$ cat config.mk
export PLATFORM = sky130hd
export DESIGN_NAME = fetch_stage_flat
export DESIGN_NICKNAME = d
export VERILOG_FILES = /design/src/rtl/fetch_stage_pkg.sv /design/src/rtl/fetch_stage_if.sv /design/src/rtl/fetch_stage_if_id_reg.sv /design/src/rtl/fetch_stage.sv /design/src/flat_wrapper.sv
export SDC_FILE = /design/constraint.sdc
export NUM_CORES = 1
export LEC_CHECK = 0
export BUFFER_PORTS_ARGS = -buffer_cell sky130_fd_sc_hd__clkbuf_2
export CAP_MARGIN = 20
export CORE_MARGIN = 2
export CORE_UTILIZATION = 28
export CTS_CLUSTER_SIZE = 12
export DETAILED_ROUTE_END_ITERATION = 6
export GPL_ROUTABILITY_DRIVEN = 0
export PLACE_DENSITY = 0.65
export SYNTH_ARGS = -nofsm -noshare
export SYNTH_HDL_FRONTEND = slang
export SYNTH_SLANG_ARGS = --single-unit
$ cat constraint.sdc
create_clock -name clk -period 1.9 [get_ports clk]
set_input_delay 0.095 -clock clk [delete_from_list [all_inputs] [get_ports clk]]
set_output_delay 0.095 -clock clk [all_outputs]
set_load 0.1 [all_outputs]
$ cat src/rtl/fetch_stage_pkg.sv
// rtl/fetch_stage_pkg.sv - shared instruction constants, field positions and field split helper
// Used by fetch, decode and hazard logic so every stage agrees on the encoding.
package fetch_stage_pkg;

  localparam logic [31:0] NOP_INSTR = 32'hE1A0_0000;

  localparam int COND_LSB       = 28;
  localparam int OP_LSB         = 26;
  localparam int FUNCT_LSB      = 20;
  localparam int RD_LSB         = 12;
  localparam int SHAMT5_LSB     = 7;
  localparam int SH_LSB         = 5;
  localparam int SHIFT_TYPE_BIT = 4;

  typedef struct packed {
    logic [3:0] cond;
    logic [1:0] op;
    logic [5:0] funct;
    logic [3:0] rd;
    logic [4:0] shamt5;
    logic [1:0] sh;
    logic       shift_type;
  } instr_fields_t;

  function automatic instr_fields_t split_fields(input logic [31:0] instr);
    instr_fields_t f;
    f.cond       = instr[COND_LSB +: 4];
    f.op         = instr[OP_LSB +: 2];
    f.funct      = instr[FUNCT_LSB +: 6];
    f.rd         = instr[RD_LSB +: 4];
    f.shamt5     = instr[SHAMT5_LSB +: 5];
    f.sh         = instr[SH_LSB +: 2];
    f.shift_type = instr[SHIFT_TYPE_BIT];
    return f;
  endfunction

endpackage

$ cat src/rtl/fetch_stage_if.sv
// rtl/fetch_stage_if.sv - instruction memory fetch bus between IF stage and imem
// master = fetch stage, slave = instruction memory.
interface fetch_stage_if #(
  parameter int BUS = 32
) ();

  logic [BUS-1:0] imem_addr;
  logic           imem_req;
  logic [31:0]    imem_rdata;
  logic           imem_ready;

  modport master (
    output imem_addr,
    output imem_req,
    input  imem_rdata,
    input  imem_ready
  );

  modport slave (
    input  imem_addr,
    input  imem_req,
    output imem_rdata,
    output imem_ready
  );

endinterface

$ cat src/rtl/fetch_stage_if_id_reg.sv
// rtl/fetch_stage_if_id_reg.sv - IF/ID pipeline register with load, hold and bubble controls
// bubble wins over load; neither asserted means hold.
module if_id_reg
  import fetch_stage_pkg::*;
#(
  parameter int BUS = 32
) (
  input  logic           clk,
  input  logic           rst,
  input  logic           load_i,
  input  logic           bubble_i,
  input  logic [31:0]    instr_i,
  input  logic [BUS-1:0] pc_plus8_i,
  output logic           valid_o,
  output logic [31:0]    instr_o,
  output logic [BUS-1:0] pc_plus8_o
);

  logic           valid_q, valid_d;
  logic [31:0]    instr_q, instr_d;
  logic [BUS-1:0] pc_plus8_q, pc_plus8_d;

  always_comb begin
    valid_d    = valid_q;
    instr_d    = instr_q;
    pc_plus8_d = pc_plus8_q;
    if (bubble_i) begin
      // pc_plus8 is left as-is: it is meaningless while valid is low
      valid_d = 1'b0;
      instr_d = NOP_INSTR;
    end else if (load_i) begin
      valid_d    = 1'b1;
      instr_d    = instr_i;
      pc_plus8_d = pc_plus8_i;
    end
  end

  always_ff @(posedge clk) begin
    if (rst) begin
      valid_q    <= 1'b0;
      instr_q    <= NOP_INSTR;
      pc_plus8_q <= '0;
    end else begin
      valid_q    <= valid_d;
      instr_q    <= instr_d;
      pc_plus8_q <= pc_plus8_d;
    end
  end

  assign valid_o    = valid_q;
  assign instr_o    = instr_q;
  assign pc_plus8_o = pc_plus8_q;

endmodule

$ cat src/rtl/fetch_stage.sv
// rtl/fetch_stage.sv - IF stage: PC register, next-PC mux, imem fetch and IF/ID register
// Redirects always update the PC, even under stall, so a resolved target is never lost.
module fetch_stage
  import fetch_stage_pkg::*;
#(
  parameter int             bus      = 32,
  parameter logic [bus-1:0] RESET_PC = '0
) (
  input  logic            clk,
  input  logic            rst,
  input  logic            stall,
  input  logic            flush,
  input  logic            branch_taken,
  input  logic [bus-1:0]  branch_target,
  input  logic            pc_wb_en,
  input  logic [bus-1:0]  pc_wb_value,
  fetch_stage_if.master   imem,
  output logic            id_valid,
  output logic [31:0]     id_instr,
  output logic [bus-1:0]  id_pc_plus8,
  output logic [3:0]      id_cond,
  output logic [1:0]      id_op,
  output logic [5:0]      id_funct,
  output logic [3:0]      id_rd,
  output logic [4:0]      id_shamt5,
  output logic [1:0]      id_sh,
  output logic            id_shift_type
);

  logic [bus-1:0] pc_q, pc_d;
  logic [bus-1:0] redirect_target;
  logic [bus-1:0] pc_plus4, pc_plus8;
  logic           redirect;
  logic           ifid_load, ifid_bubble;
  instr_fields_t  id_fields;

  assign pc_plus4 = pc_q + bus'(4);
  assign pc_plus8 = pc_q + bus'(8);

  // Writeback to R15 belongs to the older instruction, so it beats a branch.
  always_comb begin
    redirect        = pc_wb_en | branch_taken;
    redirect_target = pc_wb_en ? pc_wb_value : branch_target;
    redirect_target[1:0] = 2'b00;
    pc_d = pc_q;
    if (redirect) begin
      pc_d = redirect_target;
    end else if (!stall && imem.imem_ready) begin
      pc_d = pc_plus4;
    end
  end

  always_comb begin
    ifid_bubble = redirect | flush | (!stall && !imem.imem_ready);
    ifid_load   = !ifid_bubble && !stall;
  end

  always_ff @(posedge clk) begin
    if (rst) begin
      pc_q <= RESET_PC;
    end else begin
      pc_q <= pc_d;
    end
  end

  assign imem.imem_addr = pc_q;
  assign imem.imem_req  = !stall && !rst;

  if_id_reg #(
    .BUS (bus)
  ) u_if_id_reg (
    .clk        (clk),
    .rst        (rst),
    .load_i     (ifid_load),
    .bubble_i   (ifid_bubble),
    .instr_i    (imem.imem_rdata),
    .pc_plus8_i (pc_plus8),
    .valid_o    (id_valid),
    .instr_o    (id_instr),
    .pc_plus8_o (id_pc_plus8)
  );

  assign id_fields     = split_fields(id_instr);
  assign id_cond       = id_fields.cond;
  assign id_op         = id_fields.op;
  assign id_funct      = id_fields.funct;
  assign id_rd         = id_fields.rd;
  assign id_shamt5     = id_fields.shamt5;
  assign id_sh         = id_fields.sh;
  assign id_shift_type = id_fields.shift_type;

endmodule

$ cat src/flat_wrapper.sv
// flat-port wrapper written by rule: the top's interface ports become plain ports
module fetch_stage_flat import fetch_stage_pkg::*;
#(
  parameter int             bus      = 32,
  parameter logic [bus-1:0] RESET_PC = '0
)
  (clk, rst, stall, flush, branch_taken, branch_target, pc_wb_en, pc_wb_value, id_valid, id_instr, id_pc_plus8, id_cond, id_op, id_funct, id_rd, id_shamt5, id_sh, id_shift_type, imem_imem_addr, imem_imem_req, imem_imem_rdata, imem_imem_ready);
  fetch_stage_if #(.BUS(32)) imem_i ();
  input  logic clk;
  input  logic rst;
  input  logic stall;
  input  logic flush;
  input  logic branch_taken;
  input  logic [bus-1:0] branch_target;
  input  logic pc_wb_en;
  input  logic [bus-1:0] pc_wb_value;
  output logic id_valid;
  output logic [31:0] id_instr;
  output logic [bus-1:0] id_pc_plus8;
  output logic [3:0] id_cond;
  output logic [1:0] id_op;
  output logic [5:0] id_funct;
  output logic [3:0] id_rd;
  output logic [4:0] id_shamt5;
  output logic [1:0] id_sh;
  output logic id_shift_type;
  output wire logic [$bits(imem_i.imem_addr)-1:0] imem_imem_addr;
  output wire logic [$bits(imem_i.imem_req)-1:0] imem_imem_req;
  input wire logic [$bits(imem_i.imem_rdata)-1:0] imem_imem_rdata;
  input wire logic [$bits(imem_i.imem_ready)-1:0] imem_imem_ready;
  assign imem_imem_addr = imem_i.imem_addr;
  assign imem_imem_req = imem_i.imem_req;
  assign imem_i.imem_rdata = imem_imem_rdata;
  assign imem_i.imem_ready = imem_imem_ready;
  fetch_stage #(.bus(bus), .RESET_PC(RESET_PC)) u_core (.clk(clk), .rst(rst), .stall(stall), .flush(flush), .branch_taken(branch_taken), .branch_target(branch_target), .pc_wb_en(pc_wb_en), .pc_wb_value(pc_wb_value), .imem(imem_i), .id_valid(id_valid), .id_instr(id_instr), .id_pc_plus8(id_pc_plus8), .id_cond(id_cond), .id_op(id_op), .id_funct(id_funct), .id_rd(id_rd), .id_shamt5(id_shamt5), .id_sh(id_sh), .id_shift_type(id_shift_type));
endmodule
# After elaboration in Yosys (flattened, before gate mapping)
# Cells that the tools add are included.
word_totals:
  reg_bits: 97
  out_inout_bits: 122
  wordCells: 26
classes:
  n_addsub: 2
  muxes: 3
  bitwise_logic: 4
  n_reduce_logical: 12
ops:
  columns: ["operator", "n"]
  rows:
  - ["$mux W32", 3]
  - ["$add A32 B3 Y32 const B", 1]
  - ["$add A32 B4 Y32 const B", 1]
  - ["$logic_and A1 B1 Y1", 4]
  - ["$logic_not A1 Y1", 4]
  - ["$reduce_or A2 Y1", 2]
  - ["$or A1 B1 Y1", 3]
  - ["$reduce_and A2 Y1", 1]
  - ["$reduce_bool A2 Y1", 1]
  - ["$not A1 Y1", 1]

# Longest topological paths before layout
# Gate-level depths: netlist (run 1).
logic_depth:
  depth_word: 6
  ltp_mapped: 8
  ltp_nobuf: 6

# Hierarchy
# A second synthesis (run 1) with hierarchy kept.
hier_totals:
  cells_unflattened: 638
  area_unflattened_um2: 5557.8
modules_own_cells:
  columns: ["mod", "instances", "cells_per_inst", "area_per_inst_um2", "seq_area_each_um2"]
  rows:
  - ["fetch_stage", 1, 385, 2897.8, 600.6]
  - ["if_id_reg", 1, 253, 2660.1, 1301.2]

# Least setup slack after synthesis (run 1)
# OpenSTA, ideal clock, no wires.
synth_timing:
  kind: "reg2reg"
  startpoint: "register u_core.pc_q[4] (netlist: u_core.imem.imem_addr[4])"
  endpoint: "register u_core.u_if_id_reg.pc_plus8_q[27] (netlist: u_core.u_if_id_reg.pc_plus8_o[27])"
  setup_ns: 0.091
  arrival_time_ns: 2.673
  required_time_ns: 1.809
  path_slack_ns: -0.864
  path_stages_with_launch: 7
  synth_period_minus_slack_ns: 2.764
  path_cell_list: "dfxtp_1 -> ha_1 -> inv_1 -> or4_1 -> buf_2 -> or3_1 -> a311oi_1"
synth_via:
  elab_chain_cells: 1
synth_lines:
  columns: ["item", "line", "text"]
  rows:
  - ["start: declaration", "fetch_stage.sv:30", "logic [bus-1:0] pc_q, pc_d;"]
  - ["start signal: assignment", "fetch_stage.sv:62", "pc_q <= pc_d;"]
  - ["$add A32 B4 Y32", "fetch_stage.sv:38", "assign pc_plus8 = pc_q + bus'(8);"]
  - ["end signal: assignment", "fetch_stage_if_id_reg.sv:46", "pc_plus8_q <= pc_plus8_d;"]
  - ["end: declaration", "fetch_stage_if_id_reg.sv:21", "logic [BUS-1:0] pc_plus8_q, pc_plus8_d;"]
# Every way passes these cells.
# A chain may end at the register's enable or synchronous reset.

# Worst setup path in the final report (run 1)
layout_timing:
  startpoint: "register u_core.pc_q[4] (netlist: u_core.imem.imem_addr[4])"
  endpoint: "register u_core.pc_q[25] (netlist: u_core.imem.imem_addr[25])"
layout_via:
  elab_chain_cells: 3
layout_lines:
  columns: ["item", "line", "text"]
  rows:
  - ["$add A32 B3 Y32", "fetch_stage.sv:37", "assign pc_plus4 = pc_q + bus'(4);"]
  - ["$mux W32", "fetch_stage.sv:48", "end else if (!stall && imem.imem_ready) begin"]
  - ["$mux W32", "fetch_stage.sv:46", "if (redirect) begin"]
# Every way passes these cells. The select of a mux whose other input is x is not followed.

==> flow_summary.toml, run 1 <==
[layout]
drive_above_1_share_pct = 44.9
final_common_cell = "clkbuf_2"
seq_area_mm2 = 0.00194
nets = 896
syn2layout_area_growth_pct = 37.7
multiInputGateArea_mm2 = 0.00280
antennaDiodeCount = 0
nFillCells = 1779
final_cell_mix = "clkbuf_2 (215), dfxtp_1 (67), buf_4 (47), nor2_1 (42), nand2_1 (40)"

[setup_path]
worstPathArrival_ps = 2050
r2r_setup_slack_ps = 70
reg2reg_from = "u_core.imem.imem_addr[4]"
worst_path_largest_cell_delay_ps = 360
worst-setup-path-type = "register to register"
r2r-end = "u_core.imem.imem_addr[25]"
worst-path-buf-inv = 1
path_cells = "buf_4 > ha_1 > and4_1 > nand3_4 > nor4_4 > xnor2_1 > o22ai_1"
path_delay_family = "simple AND/OR/NAND/NOR gates"
cp_max_fo = 7
crit_slowest_cell = "dfxtp_4"
r2r_cells = 7
cp.required_ps = 2120
end_kind = "register"
cp-start-kind = "register"

[routing]
wl_mm = 18.2
num_vias = 5365
drc_errors = 0
postRouteAntennaNets = 0
viasPerCell = 5.26
dr.pass1.iters = 5
drt-initial-drc-count = 448
post_drt_wl_per_cell_um = 17.8

[timing]
fin_hold_ws_ps = 20.5
fin_crit_ps = 1830
skew_ps = 11.2
report.final.hold_viol_count = 0
maxSlewViolCount = 0
setup_viol = 0
rsz0062_at_grt = "true"
fmax_ghz = 0.546
fin_setup_tns_ps = 0
worstMarginPinSlew_ps = 680
fin_crit_sh_pct = 96.4
relSlewSlack_pct = 54.7

[floorplanning]
die_w_um = 138
die_y_um = 138
io_pins = 225
dieArea_mm2 = 0.0189
core_area_mm2 = 0.0174
rows = 48
start_util_pct = 28.8

[clock_network]
clockBufferDepth = 2
root_buffer = "clkbuf_16"
tritoncts = "done"
clkTransAtPathRegs_ps = 80
clk_latency_ps = 360
h-tree-depth = 3
cts_made_buffers = 9
cts.sinks = 93

[logic_synthesis]
ys_types = 52
yosysSeqAreaShare_pct = 37.2
synth_compound_area_share_pct = 26.0
synth_edf_count = 0
synthArstFlopShare_pct = 0
synth_flop_cell = "dfxtp_1"
avgSynthCellArea_um2 = 8.53
synthXorXnorAreaFrac_pct = 5.08
synth_top_family_by_area = "compound AO/OA/AOI/OAI gates"
synth_mux_area_share_pct = 0.625
ys_seq_elements = 93
synth-simple-area-share_pct = 20.9
synth_adder_area_share_pct = 0.751
syn_inst = 586
syn_area_mm2 = 0.00500
synth.yosys.warnings = 0

[outcome]
outcome = "complete, no violations"

[pwr]
power-per-cell-area_mw_per_mm2 = 715
p_total_mw = 4.92
leakage_nw = 2.93
ir_drop_mv = 0.403

[hold_path]
hp-class = "input pin to register"
hold-path-endpoint = "u_core.u_if_id_reg.instr_o[10]"
whs_path_depth = 2
min-delay-start = "imem_imem_rdata[10]"

[placed_design]
dpl.hpwl_mm = 14.1
port_buffers = 216

[global_routing]
grt_use_total_pct = 18.8
antenna_found_initial = 0
grt_pass1_wl_mm = 26.9
grt_max_degree = 61
grt_pass1_vias = 4748
grt_overflow = 0

[job]
drv_cap = 0
-- cell usage after synthesis (11+ instances only) --
cell,n,share of area (%)
nand3_1,15,1.5
buf_4,29,4.4
xor2_1,13,2.3
nor2_1,44,3.3
nor3_1,16,1.6
nor2b_1,11,1.4
nand2_1,41,3.1
xnor2_1,16,2.8
a211oi_1,39,5.9
nand4_1,21,2.6
o221a_2,26,5.9
a21oi_1,23,2.3
a22oi_1,16,2.4
o21ai_0,18,1.8
dfxtp_1,93,37
clkbuf_1,35,2.6
buf_2,13,1.3
-- state kept, by name, indices dropped and copies added, names as in the netlist --
register,count
u_core.u_if_id_reg.pc_plus8_o,30
u_core.imem.imem_addr,30
u_core.u_if_id_reg.valid_o,1
u_core.u_if_id_reg.instr_o,32
-- worst reg2reg max path, stage by stage, from the launching register on --
cell and delay [ps]:
dfxtp_4 360, buf_4 170, ha_1 190, and4_1 280, nand3_4 130, nor4_4 330
xnor2_1 160, o22ai_1 90
-- logic make-up (layout without fill, tap and decap cells) --
group                    after synthesis  in the layout
adder cells (fa/ha/maj)                3              3
other                                  1              4
multiplexers                           3              3
buffers and inverters                 92            298
AND/OR/NAND/NOR                      195            195
flip-flops                            93             93
XOR/XNOR                              29             29
AO/OA/AOI/OAI                        170            170
-- layer usage --
metal / part of all wire [%] / global-route usage, % / wire, um / vias to the layer above
met5: 0 / 0 / 0 / -
met4: 2.2 / 6.47 / 405 / 0
met3: 11 / 5.08 / 1990 / 30
met2: 44 / 29.4 / 7930 / 317
met1: 43 / 24.8 / 7840 / 2430
li1: - / - / - / 2588
-- report_power, final --
part	total (mW)	internal (mW)	switching, mW
logic	1.07	0.291	0.782
clock network	1.75	0.908	0.847
registers	2.09	2.00	0.0940
total	4.92	3.20	1.72
-- layout make-up --
| type | instances | share of cell area (%) |
|---|---|---|
| Tap cell | 225 | 4.09 |
| Multi-Input combinational cell | 404 | 40.6 |
| Sequential cell | 93 | 28.2 |
| Timing Repair Buffer | 273 | 22.5 |
| Clock inverter | 7 | 0.800 |
| Inverter | 9 | 0.491 |
| Clock buffer | 9 | 3.27 |
-- stage by stage --
stage | cells | worst slack, ps | utilization, % | instance area [um2]
after global routing | 1020 | -23.8 | 39.7 | 6890
after floorplan | 589 | -228 | - | 5170
after global placement | 989 | 17.2 | 36.8 | 6390
final | 1020 | 68.9 | 39.7 | 6890
after CTS | 1014 | 27.4 | 39.0 | 6770
after detailed placement | 989 | -45.3 | 36.8 | 6390
-- worst max-delay path by stage --
stage                                         start                           endpoint  cells after the start
after CTS                  u_core.imem.imem_addr[3]  u_core.u_if_id_reg.pc_plus8_o[31]                      7
after global routing      u_core.imem.imem_addr[20]  u_core.u_if_id_reg.pc_plus8_o[25]                      5
final                      u_core.imem.imem_addr[4]          u_core.imem.imem_addr[25]                      7
after floorplan           u_core.imem.imem_addr[14]  u_core.u_if_id_reg.pc_plus8_o[27]                      6
after global placement     u_core.imem.imem_addr[3]          u_core.imem.imem_addr[25]                      7
after detailed placement   u_core.imem.imem_addr[4]          u_core.imem.imem_addr[25]                      7
-- timing repair --
action | CTS | global route
gates resized for setup | 1 | 16
pin swaps | 0 | 3
setup buffers | 0 | 6
hold endpoints to repair | 9 | 0
endpoints found under the setup margin | 1 | 13
hold buffers | 9 | 0
(Power assumes the default switching activity.)
==> run 2, diff against run 1 <==
- PLACE_DENSITY: 0.65 -> 0.63
- clock period: 1.9 -> 2.25 ns (I/O delays scaled with it)
==> run 2 against run 1 <==
Compared with the run above: power is 15% lower; sequential power down 14%; first-iteration DRC count up 7.6%; maximum frequency down 8.8%; largest cell class unchanged; largest power group unchanged.
==> flow_summary.toml, run 2 (synthesized netlist as in run 1, its figures left out) <==
[layout]
nets = 872
largest_reg_flops = 32
final_cell_mix = "clkbuf_2 (216), dfxtp_1 (73), nor2_1 (44), nand2_1 (41), a211oi_1 (39)"
fin_area_mm2 = 0.00656
final_cells = 996
drive_above_1_share_pct = 40.3
antennaDiodeCount = 0
syn2layout_area_growth_pct = 31.2
final_common_cell = "clkbuf_2"
final_util_pct = 37.8

[setup_path]
r2r-end = "u_core.u_if_id_reg.pc_plus8_o[27]"
cp.required_ps = 2500
end_kind = "register"
worst-setup-path-type = "register to register"
worstPathArrival_ps = 2260
reg2reg_from = "u_core.imem.imem_addr[13]"
cp-start-kind = "register"
r2r_cells = 4
r2r_setup_slack_ps = 240
cp_max_fo = 11

[clock_network]
cts.sinks = 93
cts_made_buffers = 9
cts_hold_buf = 7
clk_latency_ps = 350
root_buffer = "clkbuf_16"
tritoncts = "done"
cts_setup_buffers = 0
clockBufferDepth = 2
clkTransAtPathRegs_ps = 70
h-tree-depth = 3
cts_resized = 0

[global_routing]
grt_use_total_pct = 18.4
grt_overflow = 0
grt_pass1_wl_mm = 26.4
grt_pass1_vias = 4578
grt_max_degree = 59
antenna_found_initial = 0

[timing]
report.final.hold_viol_count = 0
skew_ps = 13.1
rsz0062_at_grt = "false"
fin_crit_sh_pct = 89.2
fmax_ghz = 0.498
maxSlewViolCount = 0
fin_crit_ps = 2010
finalWorstSetupSlack_ps = 243
worstMarginPinSlew_ps = 629
relSlewSlack_pct = 58.1
fin_setup_tns_ps = 0
setup_viol = 0
fin_hold_ws_ps = 16.9

[floorplanning]
io_pins = 225
start_util_pct = 28.8
die_w_um = 138
rows = 48
core_area_mm2 = 0.0174
die_y_um = 138
dieArea_mm2 = 0.0189

[routing]
wl_mm = 17.9
post_drt_wl_per_cell_um = 17.9
postRouteAntennaNets = 0
num_vias = 5202
viasPerCell = 5.22
drt-initial-drc-count = 482
drc_errors = 0
dr.pass1.iters = 5

[pwr]
ir_drop_mv = 0.301
p_total_mw = 4.19
power-per-cell-area_mw_per_mm2 = 639
leakage_nw = 2.78

[job]
drv_cap = 0

[hold_path]
hold-path-endpoint = "u_core.imem.imem_addr[24]"
hp-class = "input pin to register"
min-delay-start = "pc_wb_value[24]"
whs_path_depth = 3

[outcome]
outcome = "complete, no violations"

[placed_design]
dpl.hpwl_mm = 13.9
dp.cells = 973
port_buffers = 216
place_area_mm2 = 0.00620
pre_cts_slack_ps = 263
-- run 2: cell types whose count changed in the layout (fill, tap and decap cells not counted), moves of 3 or more --
cell and change:
buf_4 -22, dfxtp_1 +6, dfxtp_2 +5, dfxtp_4 -11, inv_6 -4, nor4_1 +4
o21ai_0 +3, o21ai_1 -3
-- run 2: cell type report --
type / count / area [um2]
flip-flops and latches: 93 / 1910
clock buffers: 12 / 246
repair buffers: 249 / 1360
inverters: 9 / 33.8
well taps: 225 / 282
multi-input cells: 404 / 2690
fillers: 1808 / 10800
clock inverters: 4 / 47.5
-- run 2: report_power, final --
part	internal [mW]	switching, mW
Combinational	0.226	0.638
Clock	0.890	0.649
Sequential	1.69	0.0915
-- run 2: layer usage --
metal  routed length [um]  global-route usage (%)
met5                    0                       0
met4                  309                    6.24
met3                 1700                    4.08
met2                 7900                    28.8
met1                 7970                    24.9
-- run 2: worst max-delay path by stage --
stage,startpoint,end,cells past startpoint
6_report,u_core.imem.imem_addr[13],u_core.u_if_id_reg.pc_plus8_o[27],4
5_1_grt,u_core.imem.imem_addr[17],u_core.u_if_id_reg.pc_plus8_o[30],6
4_1_cts,u_core.imem.imem_addr[13],u_core.u_if_id_reg.pc_plus8_o[27],4
3_5_place_dp,u_core.imem.imem_addr[12],u_core.u_if_id_reg.pc_plus8_o[23],4
3_3_place_gp,u_core.imem.imem_addr[13],u_core.u_if_id_reg.pc_plus8_o[27],4
2_1_floorplan,u_core.imem.imem_addr[12],u_core.u_if_id_reg.pc_plus8_o[27],5
-- run 2: critical path: stages (launching register included) --
cell      delay [ps]
dfxtp_4          430
nand4_4          180
or4_1            700
or3_1            350
a311oi_1         250
==> run 3, diff against run 2 <==
--- a/config.mk
+++ b/config.mk
@@ -11,2 +11,3 @@
 export CORE_UTILIZATION = 28
+export CTS_CLUSTER_DIAMETER = 100
 export CTS_CLUSTER_SIZE = 12
--- a/constraint.sdc
+++ b/constraint.sdc
@@ -3,2 +3,2 @@
 set_output_delay 0.1125 -clock clk [all_outputs]
-set_load 0.1 [all_outputs]
+set_load 0.05 [all_outputs]
==> run 3 against run 2 <==
Compared with the run above: die area is the same; non-clock buffer count grew 5; highest routed layer unchanged; combinational power shrank 20%; final cell count grew 0.50%; critical endpoint is now u_core.imem.imem_addr[25]; worst hold slack gained 17 ps; critical path depth grew 2; sequential share of layout area shrank 0.57 points; first-iteration DRC count shrank 15%; largest cell class unchanged; wire length grew 0.87%.
==> flow_summary.toml, run 3 (synthesized netlist as in run 1, its figures left out) <==
[timing]
maxSlewViolCount = 0
fin_crit_sh_pct = 93.1
rsz0062_at_grt = "false"
fmax_ghz = 0.477
worstMarginPinSlew_ps = 701
finalWorstSetupSlack_ps = 154
setup_viol = 0
fin_crit_ps = 2100
skew_ps = 14.8
report.final.hold_viol_count = 0
relSlewSlack_pct = 53.2
fin_hold_ws_ps = 33.9
fin_setup_tns_ps = 0

[hold_path]
min-delay-start = "pc_wb_en"
hp-class = "input pin to register"
whs_path_depth = 2
hold-path-endpoint = "u_core.imem.imem_addr[24]"

[global_routing]
use_met1_pct = 25.8
busiest_layer = "met2"
grt_pass1_wl_mm = 27.1
grtUsageMet2_pct = 29.7
grt_pass1_vias = 4668
grtUsageMet3_pct = 4.45
grt_overflow = 0
antenna_found_initial = 1
grt_max_degree = 85
grt_use_total_pct = 18.9

[setup_path]
path_cells = "ha_1 > and4_1 > nand3_1 > nor4_1 > xnor2_1 > o22ai_1"
crit_slowest_cell = "nor4_1"
end_kind = "register"
cp.required_ps = 2460
path_delay_family = "simple AND/OR/NAND/NOR gates"
r2r_setup_slack_ps = 150
cp-start-kind = "register"
worst-path-buf-inv = 0
worst-setup-path-type = "register to register"
r2r-end = "u_core.imem.imem_addr[25]"
worst_path_largest_cell_delay_ps = 530
r2r_cells = 6
cp_max_fo = 8
worstPathArrival_ps = 2310
reg2reg_from = "u_core.imem.imem_addr[3]"

[clock_network]
clk_latency_ps = 350
tritoncts = "done"
cts_made_buffers = 9
clkTransAtPathRegs_ps = 80
root_buffer = "clkbuf_16"
cts_resized = 0
h-tree-depth = 3
clockBufferDepth = 2
cts.sinks = 93

[floorplanning]
core_area_mm2 = 0.0174
io_pins = 225
rows = 48
die_y_um = 138
die_w_um = 138
dieArea_mm2 = 0.0189
start_util_pct = 28.8

[job]
drv_cap = 0

[pwr]
p_total_mw = 3.95
leakage_nw = 2.80
power-per-cell-area_mw_per_mm2 = 603
ir_drop_mv = 0.315

[routing]
num_vias = 5252
postRouteAntennaNets = 0
viasPerCell = 5.25
drc_errors = 0
dr.pass1.iters = 5
drt-initial-drc-count = 412
post_drt_wl_per_cell_um = 18.0
wl_mm = 18.0

[layout]
largest_reg_flops = 32
final_cell_mix = "clkbuf_2 (216), dfxtp_1 (87), nor2_1 (44), nand2_1 (41), a211oi_1 (39)"
fin_area_mm2 = 0.00656
final_cells = 1001
antennaDiodeCount = 0
final_util_pct = 37.8
syn2layout_area_growth_pct = 31.1
final_common_cell = "clkbuf_2"
nets = 877
drive_above_1_share_pct = 38.9

[outcome]
outcome = "complete, no violations"

[placed_design]
dp.cells = 976
pre_cts_slack_ps = 219
port_buffers = 216
dpl.hpwl_mm = 13.8
place_area_mm2 = 0.00618
## run 3: routing by layer
layer  vias to the layer above  wire (um)
li1                       2549          -
met2                       287       8090
met3                        20       1630
met4                         0        295
met1                      2396       8010
met5                         -          0
## run 3: layout make-up
type                            count  area, um2
Multi-Input combinational cell    404       2690
Clock buffer                       11        253
Timing Repair Buffer              254       1400
Fill cell                        1811      10800
Sequential cell                    93       1870
Tap cell                          225        282
Clock inverter                      5       35.0
Inverter                            9       33.8
## run 3: worst max-delay path by stage
stage / start / endpoint / slack, ps / cells past startpoint
finish: u_core.imem.imem_addr[3] / u_core.imem.imem_addr[25] / 150 / 6
global route: u_core.imem.imem_addr[3] / u_core.imem.imem_addr[20] / 30 / 6
CTS: u_core.imem.imem_addr[3] / u_core.u_if_id_reg.pc_plus8_o[27] / 200 / 5
detailed placement: u_core.imem.imem_addr[3] / u_core.u_if_id_reg.pc_plus8_o[27] / 220 / 5
global placement: u_core.imem.imem_addr[3] / u_core.u_if_id_reg.pc_plus8_o[27] / 240 / 5
floorplan: u_core.imem.imem_addr[5] / u_core.u_if_id_reg.pc_plus8_o[27] / 30 / 6
## run 3: timing repair
| item | CTS | global route |
|---|---|---|
| hold buffers | 9 | 0 |
| setup endpoints to repair | 0 | 0 |
| hold endpoints to repair | 9 | 0 |
| setup buffers | 0 | 0 |
## run 3: worst reg2reg max path, cell delays in order (launching register included)
cell and delay (ps):
dfxtp_2 440, ha_1 250, and4_1 250, nand3_1 210, nor4_1 530, xnor2_1 190
o22ai_1 100
## run 3: power breakdown
part           internal [mW]  switching, mW  total, mW
clock                  0.810          0.677       1.49
combinational          0.235          0.458      0.693
sequential              1.70         0.0789       1.77
total                   2.74           1.21       3.95
